File: config.mk
export PLATFORM = sky130hd
export DESIGN_NAME = pulse_period_meter
export DESIGN_NICKNAME = d
export VERILOG_FILES = /design/src/rtl/synth_timing_pkg.sv /design/src/rtl/rise_detect.sv /design/src/rtl/pulse_period_meter.sv
export SDC_FILE = /design/constraint.sdc
export NUM_CORES = 1
export LEC_CHECK = 0
export CORE_UTILIZATION = 53
export CTS_CLUSTER_SIZE = 14
export DETAILED_ROUTE_END_ITERATION = 10
export HOLD_SLACK_MARGIN = 0.08
export PLACE_DENSITY_LB_ADDON = 0.05
export REMOVE_ABC_BUFFERS = 1
export SYNTH_ARGS = -nofsm -noshare
export SYNTH_HDL_FRONTEND = slang
export SYNTH_HIERARCHICAL = 1
export SYNTH_SLANG_ARGS = --single-unit
File: constraint.sdc
create_clock -name clk_100mhz -period 2.2 [get_ports clk_100mhz]
set_clock_uncertainty 0.2 [all_clocks]
set_input_delay 0.22 -clock clk_100mhz [delete_from_list [all_inputs] [get_ports clk_100mhz]]
set_output_delay 0.22 -clock clk_100mhz [all_outputs]
set_load 0.005 [all_outputs]
File: src/rtl/synth_timing_pkg.sv
// Shared timing definitions for the synth measurement blocks.
package synth_timing_pkg;

    localparam int unsigned CLK_FREQ_HZ = 100_000_000;

    typedef enum logic {
        IDLE    = 1'b0,
        MEASURE = 1'b1
    } meter_state_t;

endpackage

File: src/rtl/rise_detect.sv
// Registered rising-edge detector: rise is a one-cycle pulse the cycle after
// the input is first seen high, so a held level gives exactly one rise.
module rise_detect (
    input  logic clk_100mhz,
    input  logic rst,
    input  logic in,
    output logic rise
);

    logic in_q;

    always_ff @(posedge clk_100mhz) begin
        if (rst) begin
            in_q <= 1'b0;
            rise <= 1'b0;
        end else begin
            in_q <= in;
            rise <= in & ~in_q;
        end
    end

endmodule

File: src/rtl/pulse_period_meter.sv
// Measures the rise-to-rise interval of pulse_in in clk_100mhz cycles and
// hands each measurement to a consumer over a valid/ready port.
module pulse_period_meter
    import synth_timing_pkg::*;
#(
    parameter  int unsigned MAX_PERIOD   = 100_000_000,
    localparam int          PERIOD_WIDTH = $clog2(64'(MAX_PERIOD) + 64'd1)
) (
    input  logic                    clk_100mhz,
    input  logic                    rst,
    input  logic                    pulse_in,
    output logic [PERIOD_WIDTH-1:0] period_out,
    output logic                    period_valid,
    input  logic                    period_ready,
    output logic                    timeout,
    output logic                    overrun,
    output logic                    active
);

    localparam logic [PERIOD_WIDTH-1:0] MAX_CNT = PERIOD_WIDTH'(MAX_PERIOD);
    localparam logic [PERIOD_WIDTH-1:0] ONE     = PERIOD_WIDTH'(1);

    meter_state_t            state;
    logic [PERIOD_WIDTH-1:0] counter;
    logic                    rise;

    rise_detect u_rise_detect (
        .clk_100mhz (clk_100mhz),
        .rst        (rst),
        .in         (pulse_in),
        .rise       (rise)
    );

    // Handshake: period_valid/period_out hold steady until a cycle with
    // period_valid & period_ready, which consumes the value; valid drops the
    // next cycle unless a capture lands in that same cycle. A capture while
    // the held value is unconsumed overwrites it and sets sticky overrun.
    always_ff @(posedge clk_100mhz) begin
        if (rst) begin
            state        <= IDLE;
            counter      <= '0;
            period_out   <= '0;
            period_valid <= 1'b0;
            timeout      <= 1'b0;
            overrun      <= 1'b0;
            active       <= 1'b0;
        end else begin
            timeout <= 1'b0;
            if (period_valid && period_ready) begin
                period_valid <= 1'b0;
            end
            case (state)
                IDLE: begin
                    counter <= '0;
                    if (rise) begin
                        state   <= MEASURE;
                        counter <= ONE;
                        active  <= 1'b1;
                    end
                end
                MEASURE: begin
                    // A rise on the MAX_CNT cycle still captures; timeout only without one.
                    if (rise) begin
                        period_out   <= counter;
                        period_valid <= 1'b1;
                        counter      <= ONE;
                        if (period_valid && !period_ready) begin
                            overrun <= 1'b1;
                        end
                    end else if (counter == MAX_CNT) begin
                        timeout <= 1'b1;
                        state   <= IDLE;
                        counter <= '0;
                        active  <= 1'b0;
                    end else begin
                        counter <= counter + ONE;
                    end
                end
                default: begin
                    state   <= IDLE;
                    counter <= '0;
                    active  <= 1'b0;
                end
            endcase
        end
    end

endmodule
After elaboration in Yosys (flattened, before gate mapping)
Index checks and enable logic that the tools add are counted.
W data, S select, Z words.
{"block": "op_classes", "n_addsub": 1, "mul": 0, "div_mod_pow": 0, "magnitude_cmp": 0, "n_eq_ne": 4, "n_shift": 0, "n_mux": 16, "bitwise": 3, "reduce_logical": 7}
{"cell": "$mux W27", "n": 2}
{"cell": "$pmux W27 S2", "n": 1}
{"cell": "$add A27 B1 Y27 const B", "n": 1}
{"cell": "$eq A27 B27 Y1 const B", "n": 1}
{"cell": "$mux W1", "n": 11}
{"cell": "$reduce_and A3 Y1", "n": 2}
{"cell": "$ne A2 B1 Y1 const B", "n": 2}
{"cell": "$pmux W1 S2", "n": 2}
{"cell": "$reduce_or A3 Y1", "n": 1}
{"cell": "$logic_and A1 B1 Y1", "n": 2}
{"cell": "$ne A2 B2 Y1 const B", "n": 1}
{"cell": "$not A1 Y1", "n": 2}
{"cell": "$reduce_and A2 Y1", "n": 1}
{"cell": "$and A1 B1 Y1", "n": 1}
{"cell": "$logic_not A1 Y1", "n": 1}
{"block": "word_totals", "regBits": 61, "latchBits": 0, "mem_bits_rw": 0, "rom_bits": 0, "output_inout_bits": 31, "mem_count": 0}

Depth between registers and ports, before layout
Gate-level depths: netlist of run 1.
{"block": "depth", "depth_word": 4, "depth_mapped": 7}

Hierarchy
The synthesis of run 1 kept the hierarchy.
{"mod": "pulse_period_meter", "n_inst": 1, "cells_each": 295, "area_each_um2": 2481.1, "seq_area_each_um2": 1181.1}
{"mod": "rise_detect", "n_inst": 1, "cells_each": 4, "area_each_um2": 58.8, "seq_area_each_um2": 40.0}

Worst setup path before layout of run 1
No wires, ideal clock.
{"block": "synth_timing", "path_kind": "reg2reg", "startpoint": "reg counter[0]", "endpoint": "reg counter[18]", "setup_time_ns": 0.070, "arrival_time_ns": 1.521, "t_required_ns": 1.930, "path_slack_ns": 0.409, "stages_incl_launch_ff": 7, "n_path_buf": 1, "synth_period_minus_slack_ns": 1.791, "cell_sequence": "dfxtp_1 > ha_1 > and3_1 > buf_2 > nand2_4 > or4_1 > a21oi_1"}
{"block": "synth_between", "elab_chain_len": 4}
{"item": "start: declaration", "line_no": "pulse_period_meter.sv:24", "source": "logic [PERIOD_WIDTH-1:0] counter;"}
{"item": "start signal: assignment", "line_no": "pulse_period_meter.sv:76", "source": "counter <= counter + ONE;"}
{"item": "$add A27 B1 Y27 / $eq A27 B27 Y1 (equally long branches)", "line_no": "pulse_period_meter.sv:76, pulse_period_meter.sv:70"}
{"item": "$mux W27 (*)", "line_no": "pulse_period_meter.sv:70", "source": "end else if (counter == MAX_CNT) begin"}
{"item": "$mux W27 (*)", "line_no": "pulse_period_meter.sv:63", "source": "if (rise) begin"}
{"item": "$pmux W27 S2 (*)", "line_no": "pulse_period_meter.sv:52", "source": "case (state)"}
Mark *: on every way between the ends. The rest lies on a longest branch, timed or not.
A chain may end at the register's enable or synchronous reset.

Worst setup path after layout of run 1
{"block": "layout_timing", "startpoint": "reg counter[0]", "endpoint": "reg counter[24]"}
The elaborated chain is that of the path after synthesis.

==> results.cfg, run 1 <==
[yosys]
ys_warn_count = 6
syn_avg_cell_area_um2 = 8.49
synth_area_leader_cell = dfxtp_1
synth_cells = 299
yosysSeqAreaShare = 0.481
netlist_area_um2 = 2540
synth_area_leaders = dfxtp_1 (48%), nand2_1 (8.7%), a21oi_1 (8.1%), xor2_1 (3.4%), nand4_1 (2.7%)
ys_ff_latch = 61
synth_top_area_share = 0.481
synth_cell_types = 37

[global_routing]
grt_pass1_vias = 1887
grt_max_degree = 36
antenna_found_initial = 0
grt_pass1_wl_um = 8740
grt_overflow = 0
grt.total_usage = 0.224

[worst_setup_path]
r2r_cells = 5
crit_type = reg2reg
cp-end-kind = flip-flop
start_kind = flip-flop
rr_startpoint = counter[0]
rr_endpoint = counter[24]
crit_fanout = 7
required_ns = 2.27
r2r_slack_ns = 0.14
cp.arrival_ns = 2.12

[final_layout]
drive_above_1_share = 0.0776
syn_to_final_growth_pct = 20.9
layout_common_cells = dfxtp_1 (61), nand2_1 (59), a21oi_1 (41)
final_common_cell = dfxtp_1
fin_util = 0.686
postLayoutCellArea_um2 = 3070
fin_nets = 337
n_antenna_cell = 0
fillers = 395

[cts]
insertion_delay_ns = 0.34
cts_buffer_depth = 2
clock-sinks = 61
post_cts_resized = 0
cts-root-buf = clkbuf_8
cts_tree = done
clk_pin_slew_ns = 0.06
cts_setup_buffers = 0
h-tree-depth = 3
hold_buffers = 0
cts_made_buffers = 9

[floorplan]
die_y_um = 71.2
core_area_um2 = 4470
die_x_um = 71.2
start_util = 0.568
rows = 24
io_pins = 35
die-area_um2 = 5070

[worst_hold_path]
worstHoldPathType = reg2reg
min_path_cells = 1
min_to = u_rise_detect/rise
worstHoldStart = u_rise_detect/in_q

[power]
switching_share = 0.215
power.leakage_uw = 0.00101
p_switching_uw = 427
p_int_uw = 1560
power_uw = 1990
peakVddDrop_mv = 0.489
p_seq_frac = 0.562
combPwrFrac = 0.027
clockPowerShare = 0.412
powerDensity_nw_per_um2 = 648

[routing]
drtIter0Drc = 138
vias = 2166
totalWireLength_um = 5340
wl_per_cell_um = 13.8
ant_nets = 0
drc = 2
first_pass_iters = 8
routed_via_density = 5.60

[sta]
tightest_slew_ns = 0.468
rsz0062_at_grt = false
fmax_mhz = 486
fin_setup_tns_ns = 0
period_share = 0.934
hold_viol = 0
max-slew-margin-rel = 0.687
setup_viol = 0
final_max_slew_viol_count = 0
whs_ns = 0.206
finalCriticalPeriod_ns = 2.06

[placed_design]
place_congestion = 0.857
dpl_cell_area_um2 = 2910
dpl.hpwl_um = 3590
numPortBuffers = 34

[run_status]
failed_checks = design-rule violations
status = complete, but fails checks

[run]
drv_cap = 0
synthesized netlist by cell type, drive strengths merged:
cell type,number
o21ba,1
xor2,10
nand4b,1
dfxtp,61
a21oi,41
nor3,1
or4,5
nand2,60
nor3b,1
ha,2
o31a,1
xnor2,3
or3,8
nor4bb,2
clkbuf,9
and4,6
buf,11
o31ai,5
and3,7
and2,2
nand2b,2
nor4,4
nor4b,3
nand3,8
nor2,16
nand4,12
o21ai,10
nand3b,1
inv,5
nor2b,1
per-layer routing:
metal  global-route usage  vias up  wire (um)  share of wire
met5                    0        -          0              0
met1                0.304      992       2680           0.50
li1                     -     1115          -              -
met2                0.330       57       2340           0.44
met3               0.0661        2        300          0.056
met4                0.100        0         21         0.0039
power groups by stage:
stage	Combinational (uW)	Clock [uW]	Sequential, uW
after global routing	57.6	881	1120
after CTS	53.2	842	1120
final	53.2	819	1120
after floorplan	21.6	0	1140
after global placement	52.8	0	1140
after detailed placement	52.8	0	1140
layout make-up:
cell class              count  area [um^2]  area share
flip-flops and latches     61         1220       0.398
multi-input cells         213         1200       0.391
repair buffers             41          405       0.132
clock buffers              13          149      0.0485
well taps                  52         65.1      0.0212
inverters                   5         18.8     0.00611
clock inverters             2         10.0     0.00326
logic make-up (layout without fill, tap and decap cells):
group                      after synthesis  count (layout)  share of synthesized area
xor gates and xnor gates                13              13                     0.0448
and+or+nand+nor                        140             140                      0.294
buffers and inverters                   25              61                     0.0463
AOI/OAI and AO/OA                       58              58                      0.124
DFF                                     61              61                      0.481
adders and majority gates                2               2                    0.00985
how the worst max path moves through the flow:
stage                     startpoint          end  slack [ns]  depth (start not counted)
after floorplan           counter[0]  counter[10]        0.27                          6
after global placement    counter[0]  counter[24]        0.26                          5
after detailed placement  counter[0]  counter[18]        0.19                          5
after CTS                 counter[0]  counter[24]        0.15                          5
after global routing      counter[1]  counter[24]        0.02                          5
final                     counter[0]  counter[24]        0.14                          5
critical path: stages (launching register included):
cell,delay (ns)
dfxtp_1,0.41
ha_1,0.20
and3_1,0.41
nand2_4,0.12
or4_1,0.49
a21oi_1,0.16
flip-flops by register name, indices dropped and copies added, names as in the netlist:
| register | count |
|---|---|
| overrun | 1 |
| state | 1 |
| period_out | 27 |
| u_rise_detect/in_q | 1 |
| period_valid | 1 |
| active | 1 |
| timeout | 1 |
| counter | 27 |
| u_rise_detect/rise | 1 |
per-stage QoR:
stage | setup slack (ns) | std cells
floorplan | 0.267 | 279
global placement | 0.262 | 372
detailed placement | 0.192 | 372
CTS | 0.146 | 387
global route | 0.0219 | 387
finish | 0.144 | 387
Note: power is estimated with default switching activity, not from simulation.
==> run 2: changes to the inputs <==
SETUP_SLACK_MARGIN = 0.05   (was default)
==> run 2 against run 1 <==
The run still ends with design-rule violations left. Worst hold slack unchanged. Final cell count unchanged. Global-route usage unchanged. Via count unchanged. Critical path depth up 1. Sequential share of layout area about the same. Sequential power about the same. Maximum frequency up 4.5%. Routed wire length down 0.13%. Largest power group unchanged. Flip-flop and latch count unchanged. First-iteration DRC count up 4.3%. Core utilization about the same.
==> results.cfg, run 2 (synthesis gave the netlist of run 1 again) <==
[cts]
clk_pin_slew_ns = 0.06
insertion_delay_ns = 0.34
clock-sinks = 61
h-tree-depth = 3
cts_made_buffers = 9
cts-root-buf = clkbuf_8
cts_setup_buffers = 0
hold_buffers = 0
cts_buffer_depth = 2
cts_tree = done

[final_layout]
largestRegisters = counter x27, period_out x27
fillers = 394
n_antenna_cell = 0
fin_nets = 337
drive_above_1_share = 0.0806
final_common_cell = dfxtp_1
syn_to_final_growth_pct = 20.9
layout_common_cells = dfxtp_1 (61), nand2_1 (59), a21oi_1 (41)
stdcell_count = 387

[global_routing]
grt_pass1_vias = 1887
grt_pass1_wl_um = 8740
grt_max_degree = 36
grt.total_usage = 0.224
grt_overflow = 0
antenna_found_initial = 0

[routing]
ant_nets = 0
drtIter0Drc = 144
first_pass_iters = 7
totalWireLength_um = 5330
routed_via_density = 5.60
wl_per_cell_um = 13.8
drc = 2
vias = 2166

[power]
power.leakage_uw = 0.00101
powerDensity_nw_per_um2 = 648
peakVddDrop_mv = 0.489

[worst_setup_path]
crit_fanout = 6
path_cells = inv_1 -> ha_1 -> nor4b_1 -> nand4_1 -> or3_1 -> o31a_1
critPathBufInv = 1
required_ns = 2.23
crit_type = reg2reg
crit_path_top_delay_cell = or3_1
path_delay_family = simple AND/OR/NAND/NOR gates
start_kind = flip-flop
slowest_delay_ns = 0.44
cp.arrival_ns = 1.99
cp-end-kind = flip-flop

[sta]
setup_viol = 0
hold_viol = 0
rsz0062_at_grt = false
tightest_slew_ns = 0.468
fmax_mhz = 509
fin_setup_tns_ns = 0
period_share = 0.894
finalCriticalPeriod_ns = 1.97
max-slew-margin-rel = 0.687
final_max_slew_viol_count = 0

[floorplan]
die_x_um = 71.2
rows = 24
start_util = 0.568
die-area_um2 = 5070
die_y_um = 71.2
core_area_um2 = 4470
io_pins = 35

[placed_design]
place_congestion = 0.857
dpl.hpwl_um = 3590
numPortBuffers = 34
placedCellCount = 372

[run]
drv_cap = 0

[run_status]
failed_checks = design-rule violations
status = complete, but fails checks

[worst_hold_path]
worstHoldPathType = reg2reg
## run 2: timing repair
| action | CTS | global route |
|---|---|---|
| endpoints found under the hold margin | 0 | 0 |
| setup endpoints to repair | 0 | 4 |
| gates resized for setup | 0 | 1 |
## run 2: final timing paths
path                            slack, ns  cells past startpoint            endpoint          startpoint
worst max-delay path                 0.23                      6              active          counter[0]
worst min register to register       0.21                      1  u_rise_detect/rise  u_rise_detect/in_q
worst min-delay path                 0.21                      1  u_rise_detect/rise  u_rise_detect/in_q
worst max register to register       0.23                      6              active          counter[0]
## run 2: worst register-to-register path, stage by stage, from the launching register on
cell and delay [ns]:
dfxtp_1 0.35, inv_1 0.07, ha_1 0.16, nor4b_1 0.25
nand4_1 0.12, or3_1 0.44, o31a_1 0.25
## run 2: final cells by class
| type | instances | area [um^2] | share of cell area |
|---|---|---|---|
| multi-input combinational | 213 | 1200 | 0.391 |
| timing repair buffer | 41 | 405 | 0.132 |
| sequential | 61 | 1220 | 0.398 |
| clock buffer | 13 | 149 | 0.0485 |
| tap | 52 | 65.1 | 0.0212 |
| inverter | 5 | 18.8 | 0.00611 |
| clock inverter | 2 | 10.0 | 0.00326 |
## run 2: routing by layer
| layer | GRT usage | up-vias | routed length (um) |
|---|---|---|---|
| li1 | - | 1115 | - |
| met1 | 0.304 | 992 | 2680 |
| met2 | 0.330 | 57 | 2330 |
| met3 | 0.0661 | 2 | 295 |
| met4 | 0.100 | 0 | 21 |
| met5 | 0 | - | 0 |
## run 2: power by group
| group | leakage (uW) | total [uW] | switching (uW) | internal (uW) |
|---|---|---|---|---|
| Sequential | 0.000492 | 1120 | 6.06 | 1110 |
| Clock | 0.0000833 | 819 | 389 | 430 |
| Combinational | 0.000439 | 53.3 | 32.1 | 21.1 |
| Total | 0.00101 | 1990 | 427 | 1560 |
## run 2: metrics by stage
| step | cell area, um^2 | setup WS [ns] | util | hold WS, ns | power, uW |
|---|---|---|---|---|---|
| 3_5_place_dp | 2910 | 0.192 | 0.651 | 0.195 | 1190 |
| 6_report | 3070 | 0.234 | 0.687 | 0.206 | 1990 |
| 5_1_grt | 3070 | 0.0840 | 0.687 | 0.226 | 2060 |
| 4_1_cts | 3070 | 0.146 | 0.686 | 0.204 | 2010 |
| 3_3_place_gp | 2910 | 0.262 | 0.651 | 0.193 | 1190 |
| 2_1_floorplan | 2440 | 0.267 | - | 0.0891 | 1160 |
==> run 3: changes to the inputs <==
CORE_ASPECT_RATIO = 0.6   (was default)
GPL_TIMING_DRIVEN = 0   (was default)
==> run 3 against run 2 <==
Register-to-register slack worse by 0.11 ns. Via count up 3.0%. The run now ends clean. Power up 8.7%.
==> results.cfg, run 3 (synthesis gave the netlist of run 1 again) <==
[run_status]
status = finished, final reports clean

[routing]
first_pass_iters = 4
routed_via_density = 5.62
vias = 2230
drtIter0Drc = 148
wl_per_cell_um = 14.6
drc = 0
ant_nets = 0
totalWireLength_um = 5790

[final_layout]
layout_common_cells = dfxtp_1 (60), nand2_1 (59), a21oi_1 (41)
largestRegisters = counter x27, period_out x27
multi_input_area_um2 = 1230
syn_to_final_growth_pct = 23.3
fin_nets = 335
final_common_cell = dfxtp_1
n_antenna_cell = 0
regArea_um2 = 1220
stdcell_count = 397
fillers = 390
drive_above_1_share = 0.0958

[sta]
tightest_slew_ns = 0.972
period_share = 0.943
fmax_mhz = 482
max-slew-margin-rel = 0.350
final_max_slew_viol_count = 0
rsz0062_at_grt = false
setup_viol = 0
postLayoutSetupSlackWorst_ns = 0.125
finalCriticalPeriod_ns = 2.07
hold_viol = 0

[floorplan]
rows = 19
core_area_um2 = 4590
start_util = 0.554
die_y_um = 55.6
die_x_um = 91.4
die-area_um2 = 5080
io_pins = 35

[worst_setup_path]
start_kind = flip-flop
crit_path_top_delay_cell = and4_1
rr_endpoint = counter[21]
cp.arrival_ns = 2.14
r2r_cells = 4
cp-end-kind = flip-flop
critPathBufInv = 0
r2r_slack_ns = 0.13
slowest_delay_ns = 0.49
path_delay_family = simple AND/OR/NAND/NOR gates
crit_fanout = 8
required_ns = 2.27
crit_type = reg2reg
path_cells = and4_1 -> nand4_4 -> or4_1 -> a21oi_1
rr_startpoint = counter[2]

[cts]
clk_pin_slew_ns = 0.07
h-tree-depth = 3
hold_buffers = 0
cts_tree = done
cts-root-buf = clkbuf_8
cts_made_buffers = 9
clock-sinks = 61
insertion_delay_ns = 0.34
cts_buffer_depth = 2

[placed_design]
dpl.hpwl_um = 3760
placedCellCount = 376
place_congestion = 0.831
numPortBuffers = 34
pre_cts_slack_ns = -0.526

[global_routing]
met1_usage = 0.365
antenna_found_initial = 0
grt_overflow = 0
grt_max_degree = 37
busiest_layer = met1
grt.met3_usage = 0.0833
grt_pass1_wl_um = 9700
grt_pass1_vias = 1968
gr-usage-met2 = 0.341
grt.total_usage = 0.250

[worst_hold_path]
worstHoldStart = u_rise_detect/in_q
min_to = u_rise_detect/rise
worstHoldPathType = reg2reg
min_path_cells = 1

[power]
power.leakage_uw = 0.00101
powerDensity_nw_per_um2 = 691
peakVddDrop_mv = 0.432

[run]
drv_cap = 0
==> run 3: cell types whose count changed in the layout (fill, tap and decap cells not counted), sizes merged <==
cell,change
o21ai,+1
clkbuf,-3
bufinv,+1
clkdlybuf4s50,-1
buf,-2
clkinvlp,+3
==> run 3: power breakdown <==
group | switching, uW | internal, uW | total, uW
Clock | 443 | 549 | 991
Combinational | 33.8 | 21.3 | 55.2
Sequential | 5.94 | 1110 | 1120
==> run 3: worst max-delay path by stage <==
stage / endpoint / depth (start not counted) / start
final: counter[21] / 4 / counter[2]
after global routing: counter[18] / 8 / counter[0]
after CTS: counter[11] / 6 / counter[0]
after detailed placement: counter[21] / 4 / rst
after global placement: counter[26] / 4 / rst
after floorplan: counter[10] / 6 / counter[0]
==> run 3: per-stage QoR <==
| stage | hold slack, ns | TNS (ns) | power [uW] | area (um^2) | utilization |
|---|---|---|---|---|---|
| 2_1_floorplan | 0.0891 | 0 | 1160 | 2440 | - |
| 3_3_place_gp | 0.196 | -11.39 | 1190 | 2860 | 0.623 |
| 3_5_place_dp | 0.192 | -12.45 | 1190 | 2860 | 0.623 |
| 4_1_cts | 0.207 | 0 | 2170 | 3080 | 0.670 |
| 5_1_grt | 0.219 | 0 | 2230 | 3130 | 0.682 |
| 6_report | 0.207 | 0 | 2160 | 3130 | 0.682 |
==> run 3: layer usage <==
| layer | wire, um | share of wire |
|---|---|---|
| met4 | 87 | 0.015 |
| met5 | 0 | 0 |
| met1 | 2960 | 0.51 |
| met2 | 2300 | 0.40 |
| met3 | 440 | 0.076 |
==> run 3: area by class of cell <==
cell class,count,share of cell area
inverter,5,0.00600
multi-input combinational,214,0.394
timing repair buffer,38,0.121
sequential,61,0.390
tap,63,0.0252
clock inverter,6,0.0200
clock buffer,10,0.0440
==> run 3: worst reg2reg max path, stage by stage, from the launching register on <==
cell     delay [ns]
dfxtp_1        0.46
and4_1         0.49
nand4_4        0.20
or4_1          0.49
a21oi_1        0.17
==> run 3: what timing repair did <==
action,CTS,global route
buffers inserted,0,4
setup endpoints to repair,25,26
cloned,1,0
pin swaps,1,3
resized for setup,2,4
==> edit 1 (config.mk and constraints of run 3) <==
`MAX_PERIOD`: 100_000_000 -> 25_000_000.
--- a/src/rtl/pulse_period_meter.sv
+++ b/src/rtl/pulse_period_meter.sv
@@ -4,5 +4,5 @@
     import synth_timing_pkg::*;
 #(
-    parameter  int unsigned MAX_PERIOD   = 100_000_000,
+    parameter  int unsigned MAX_PERIOD   = 25_000_000,
     localparam int          PERIOD_WIDTH = $clog2(64'(MAX_PERIOD) + 64'd1)
 ) (
Ports: changed (resized period_out); port bits go from 35 to 33. No check against the original RTL was run, so the function may have changed too.
==> edit 1 against run 3 <==
  * First-iteration DRC count down 20%
  * Power fell by 4.7%
  * Global-route usage decreased by 1.1 points
  * Cell count is 5.0% lower
  * Area after synthesis down 8.9%
  * Largest cell class unchanged
  * Setup slack worse by 0.035 ns
  * Synthesized cell count is 8.0% lower
  * Routed wire length decreased by 11%
  * Critical path type unchanged
  * Die area decreased by 8.7%
  * Final area down 3.0%
  * Sequential cell count shrank 4
==> edit 1: results (changes against run 3) <==
| Metric | Value |
|---|---|
| DR WL met2 | 2170 um (-5.5%) |
| Dpl ws | -0.514 ns (+0.0127 ns) |
| Share of cells above drive strength 1 | 14.8% (+5.2 points) |
| DRT met1 WL | 2570 um (-13%) |
| Grt met1 use | 32.7% (-3.7 points) |
| Worst r2r path cells | 5 (+1) |
| Grt met3 use | 7.49% (-0.85 points) |
| Number of global-route vias before repair | 1709 (-13%) |
| Adder-Cell Fraction of Synth Area | 1.08% (+0.096 points) |
| Reg2Reg Setup Slack | 0.09 ns (-0.03 ns) |
| Fillers | 343 (-12%) |
| Top flop regs | counter x25, period_out x25 |
| Total GRT Usage | 23.9% (-1.1 points) |
| Vias | 2071 (-7.1%) |
| Setup slack after layout | 0.0907 ns (-0.0348 ns) |
| Max FO, Critical Path | 6 (-2) |
| Sequential area share after synthesis | 49.3% (+1.2 points) |
| Yosys cell types | 34 (-8.1%) |
| Global routing met2 resource utilization | 35.4% (+1.3 points) |
| Starting DRT DRC Count | 119 (-20%) |
| Critical R2R Capture | counter[22]$_SDFF_PP0_ |
| Avg WL per Cell | 13.7 um (-5.9%) |
| HPWL after DPL | 3010 um (-20%) |
| Compound-gate portion of the synthesized area | 13.9% (+1.5 points) |
| Global-route wire length before repair | 8110 um (-16%) |
| Commonest cells in the netlist | nand2_1 (60), dfxtp_1 (57), a21oi_1 (38) |
| Routability cong. | 0.885 (+6.4%) |
| Critical Path Sink | counter[22]$_SDFF_PP0_ |
| Worst-Margin Slew | 1.15 ns (+0.180 ns) |
| Peak VDD IR | 0.821 mV (+90%) |
| Buffers on Ports | 32 (-5.9%) |
| Met3 wire len | 370 um (-16%) |
| Worst hold slack | 0.202 ns (-0.00434 ns) |
| Largest net degree at the start of global routing | 33 (-11%) |
| Fin nets | 319 (-4.8%) |
| Critical path origin | counter[0]$_SDFF_PP0_ |
| Arrival @ worst endpoint | 2.17 ns (+0.03 ns) |
| Critical-path top delay cell | or4_4 |
| Post-synthesis xor/xnor area fraction | 4.16% (-0.32 points) |
| CP peak stage delay | 0.58 ns (+0.09 ns) |
| Status | complete, no violations |
-- edit 1: changes by cell type in the layout (fill, tap and decap cells not counted), moves of 5 or more --
cell / before / now
nand4_1: 11 / 6
dfxtp_1: 60 / 49
dfxtp_2: 1 / 6
a21oi_1: 41 / 36
o21ai_0: 9 / 4
or3_1: 8 / 3
-- edit 1: repair_timing --
action | CTS | global route
cloned | 1 | 0
setup buffers | 3 | 6
gates resized for setup | 10 | 14
setup endpoints to repair | 23 | 25
pin swaps | 3 | 8
-- edit 1: final cells by class --
class                      count  area, um2  share of cell area [%]
tap                           60       75.1                    2.47
clock buffer                  12        155                    5.11
multi-input combinational    199       1170                    38.7
clock inverter                 3       40.0                    1.32
sequential                    57       1160                    38.1
inverter                       5       18.8                   0.618
timing repair buffer          41        415                    13.7
-- edit 1: worst register-to-register path, stage by stage, from the launching register on --
cell and delay (ns):
dfxtp_4 0.39, ha_4 0.17, nand2_4 0.05, or4_4 0.58, or4_4 0.53, a21oi_2 0.12
-- edit 1: where the power goes --
group / internal (W) / switching [W] / total, W / leakage, nW
clock network: 0.000575 / 0.000384 / 0.000959 / 0.102
registers: 0.00104 / 0.00000782 / 0.00105 / 0.465
logic: 0.0000239 / 0.0000320 / 0.0000559 / 0.388
total: 0.00164 / 0.000424 / 0.00206 / 0.955
-- edit 1: metrics by stage --
step | instance area, um2 | cells | util [%]
after detailed placement | 2660 | 352 | 64.1
after global placement | 2640 | 352 | 63.8
after floorplan | 2250 | 260 | -
after global routing | 3040 | 377 | 73.2
final | 3040 | 377 | 73.2
after CTS | 2930 | 371 | 70.7
-- edit 1: kinds of logic (layout without fill, tap and decap cells) --
family,count (synthesis),after routing
and+or+nand+nor,129,129
DFF,57,57
AOI/OAI and AO/OA,56,57
buffers and inverters,20,61
xor gates and xnor gates,11,11
adders and majority gates,2,2
==> edit 2 (config.mk and constraints of run 3) <==
Made on the original files. Register the input `period_ready` before use, without a reset. The logic sees it one clock later. The other inputs are not delayed to match.
--- a/src/rtl/pulse_period_meter.sv
+++ b/src/rtl/pulse_period_meter.sv
@@ -20,4 +20,10 @@
     localparam logic [PERIOD_WIDTH-1:0] MAX_CNT = PERIOD_WIDTH'(MAX_PERIOD);
     localparam logic [PERIOD_WIDTH-1:0] ONE     = PERIOD_WIDTH'(1);
+
+    logic period_ready_q;
+
+    always_ff @(posedge clk_100mhz) begin
+        period_ready_q <= period_ready;
+    end
 
     meter_state_t            state;
@@ -47,5 +53,5 @@
         end else begin
             timeout <= 1'b0;
-            if (period_valid && period_ready) begin
+            if (period_valid && period_ready_q) begin
                 period_valid <= 1'b0;
             end
@@ -65,5 +71,5 @@
                         period_valid <= 1'b1;
                         counter      <= ONE;
-                        if (period_valid && !period_ready) begin
+                        if (period_valid && !period_ready_q) begin
                             overrun <= 1'b1;
                         end
Behaviour: not the same (Yosys sat finds a counterexample within 10 cycles, from zero or initial values and one cycle with rst high).
==> edit 2 against run 3 <==
  * Setup slack gained 0.057 ns
  * Global-route usage shrank 1.7 points
  * Routed wire length down 4.6%
  * Area after synthesis up 0.79%
  * Clock power about the same
  * Count of clock-buffer cells in the layout grew 2
  * Fmax rose by 2.8%
  * Via count fell by 2.5%
  * Critical path type unchanged
  * Final area fell by 0.76%
  * Power grew 0.76%
  * Sequential cell count up 1
==> edit 2: results (changes against run 3) <==
| Metric | Value |
|---|---|
| Worst-Margin Slew | 0.974 ns (+0.00150 ns) |
| Critical path's top delay family | simple AND/OR/NAND/NOR gates |
| Routed WL | 5520 um (-4.6%) |
| CTS root buf | clkbuf_8 |
| Share of cells above drive strength 1 | 8.18% (-1.4 points) |
| CP peak stage delay | 0.51 ns (+0.02 ns) |
| Number of global-route vias before repair | 1893 (-3.8%) |
| Worst-path clk slew | 0.07 ns (about the same) |
| Critical Path Sink | counter[24]$_SDFF_PP0_ |
| Routability cong. | 0.855 (+2.8%) |
| Top flop regs | counter x27, period_out x27 |
| Arrival @ worst endpoint | 2.09 ns (-0.05 ns) |
| Global-route wire length before repair | 9270 um (-4.4%) |
| Sequential area share after synthesis | 48.5% (+0.41 points) |
| Synth area leaders | dfxtp_1 (48%), nand2_1 (8.7%), a21oi_1 (8.0%), xor2_1 (3.4%), nand4_1 (2.7%) |
| Status | complete, no violations |
| Buffers on Ports | 34 (unchanged) |
| Critical-path top delay cell | dfxtp_1 |
| Fin nets | 332 (-0.90%) |
| Vias | 2174 (-2.5%) |
| Hold Path Class | primary input to flip-flop |
| Starting DRT DRC Count | 241 (+63%) |
| Total GRT Usage | 23.3% (-1.7 points) |
| Peak VDD IR | 0.516 mV (+20%) |
| Crit Reg-Reg Startpoint | counter[9]$_SDFF_PP0_ |
| Setup Crit Path Kind | flip-flop to flip-flop |
| Dpl ws | -0.543 ns (-0.0166 ns) |
| Worst hold slack | 0.146 ns (-0.0610 ns) |
| Commonest cells in the netlist | dfxtp_1 (62), nand2_1 (59), a21oi_1 (41) |
| Setup slack after layout | 0.183 ns (+0.0572 ns) |
| Fraction of registers with async set or reset after synthesis | 0% (unchanged) |
| HPWL after DPL | 3620 um (-3.5%) |
| Static Leak | 1.01 nW (-0.85%) |
## edit 2: cell count changes after synthesis
cell | before | now
dfxtp_1 | 61 | 62
## edit 2: metal layers
| layer | vias up | GRT usage [%] | part of all wire (%) |
|---|---|---|---|
| li1 | 1108 | - | - |
| met1 | 989 | 35.7 | 52 |
| met2 | 73 | 30.6 | 39 |
| met3 | 4 | 7.38 | 8.0 |
| met4 | 0 | 7.59 | 1.0 |
| met5 | - | 0 | 0 |
## edit 2: worst min path at each step
stage / startpoint / to / cells past startpoint
6_report: period_ready / period_ready_q$_DFF_P_ / 1
5_1_grt: period_ready / period_ready_q$_DFF_P_ / 1
4_1_cts: period_ready / period_ready_q$_DFF_P_ / 1
3_5_place_dp: u_rise_detect/in_q$_SDFF_PP0_ / u_rise_detect/rise$_SDFF_PP0_ / 1
3_3_place_gp: u_rise_detect/in_q$_SDFF_PP0_ / u_rise_detect/rise$_SDFF_PP0_ / 1
2_1_floorplan: period_ready / period_ready_q$_DFF_P_ / 0
## edit 2: cells by family (layout without fill, tap and decap cells)
kind of cell	Yosys count	in the layout	synth area share (%)
AOI/OAI and AO/OA	58	59	12.3
xor gates and xnor gates	13	13	4.45
adders and majority gates	2	2	0.977
buffers and inverters	25	54	4.59
DFF	62	62	48.5
and+or+nand+nor	140	140	29.2
## edit 2: area by class of cell
class	count	area, um2
Inverter	5	18.8
Clock inverter	3	43.8
Sequential cell	62	1240
Tap cell	63	78.8
Fill cell	402	1510
Timing Repair Buffer	34	335
Multi-Input combinational cell	214	1230
Clock buffer	12	155
## edit 2: through the flow
| step | util (%) | instance area (um2) | instances | TNS, ns |
|---|---|---|---|---|
| floorplan | - | 2460 | 280 | 0 |
| global placement | 62.5 | 2880 | 377 | -12.05 |
| detailed placement | 62.5 | 2880 | 377 | -12.84 |
| CTS | 66.9 | 3090 | 392 | 0 |
| global route | 67.4 | 3110 | 393 | 0 |
| finish | 67.4 | 3110 | 393 | 0 |
## edit 2: what timing repair did
item	4_1_cts	5_1_grt
pin swaps	0	1
endpoints found under the setup margin	25	27
endpoints found under the hold margin	0	0
gates resized for setup	2	7
cloned	0	1
## edit 2: worst reg2reg max path, delay by kind of cell, from the launching register on
| family | cells | cell delay, ns |
|---|---|---|
| compound gates | 1 | 0.14 |
| simple gates | 3 | 1.10 |
| flops | 1 | 0.51 |
## edit 2: power breakdown
part | switching (W) | total [W] | internal (W)
sequential | 0.00000617 | 0.00114 | 0.00113
clock | 0.000415 | 0.000994 | 0.000579
combinational | 0.0000334 | 0.0000498 | 0.0000164
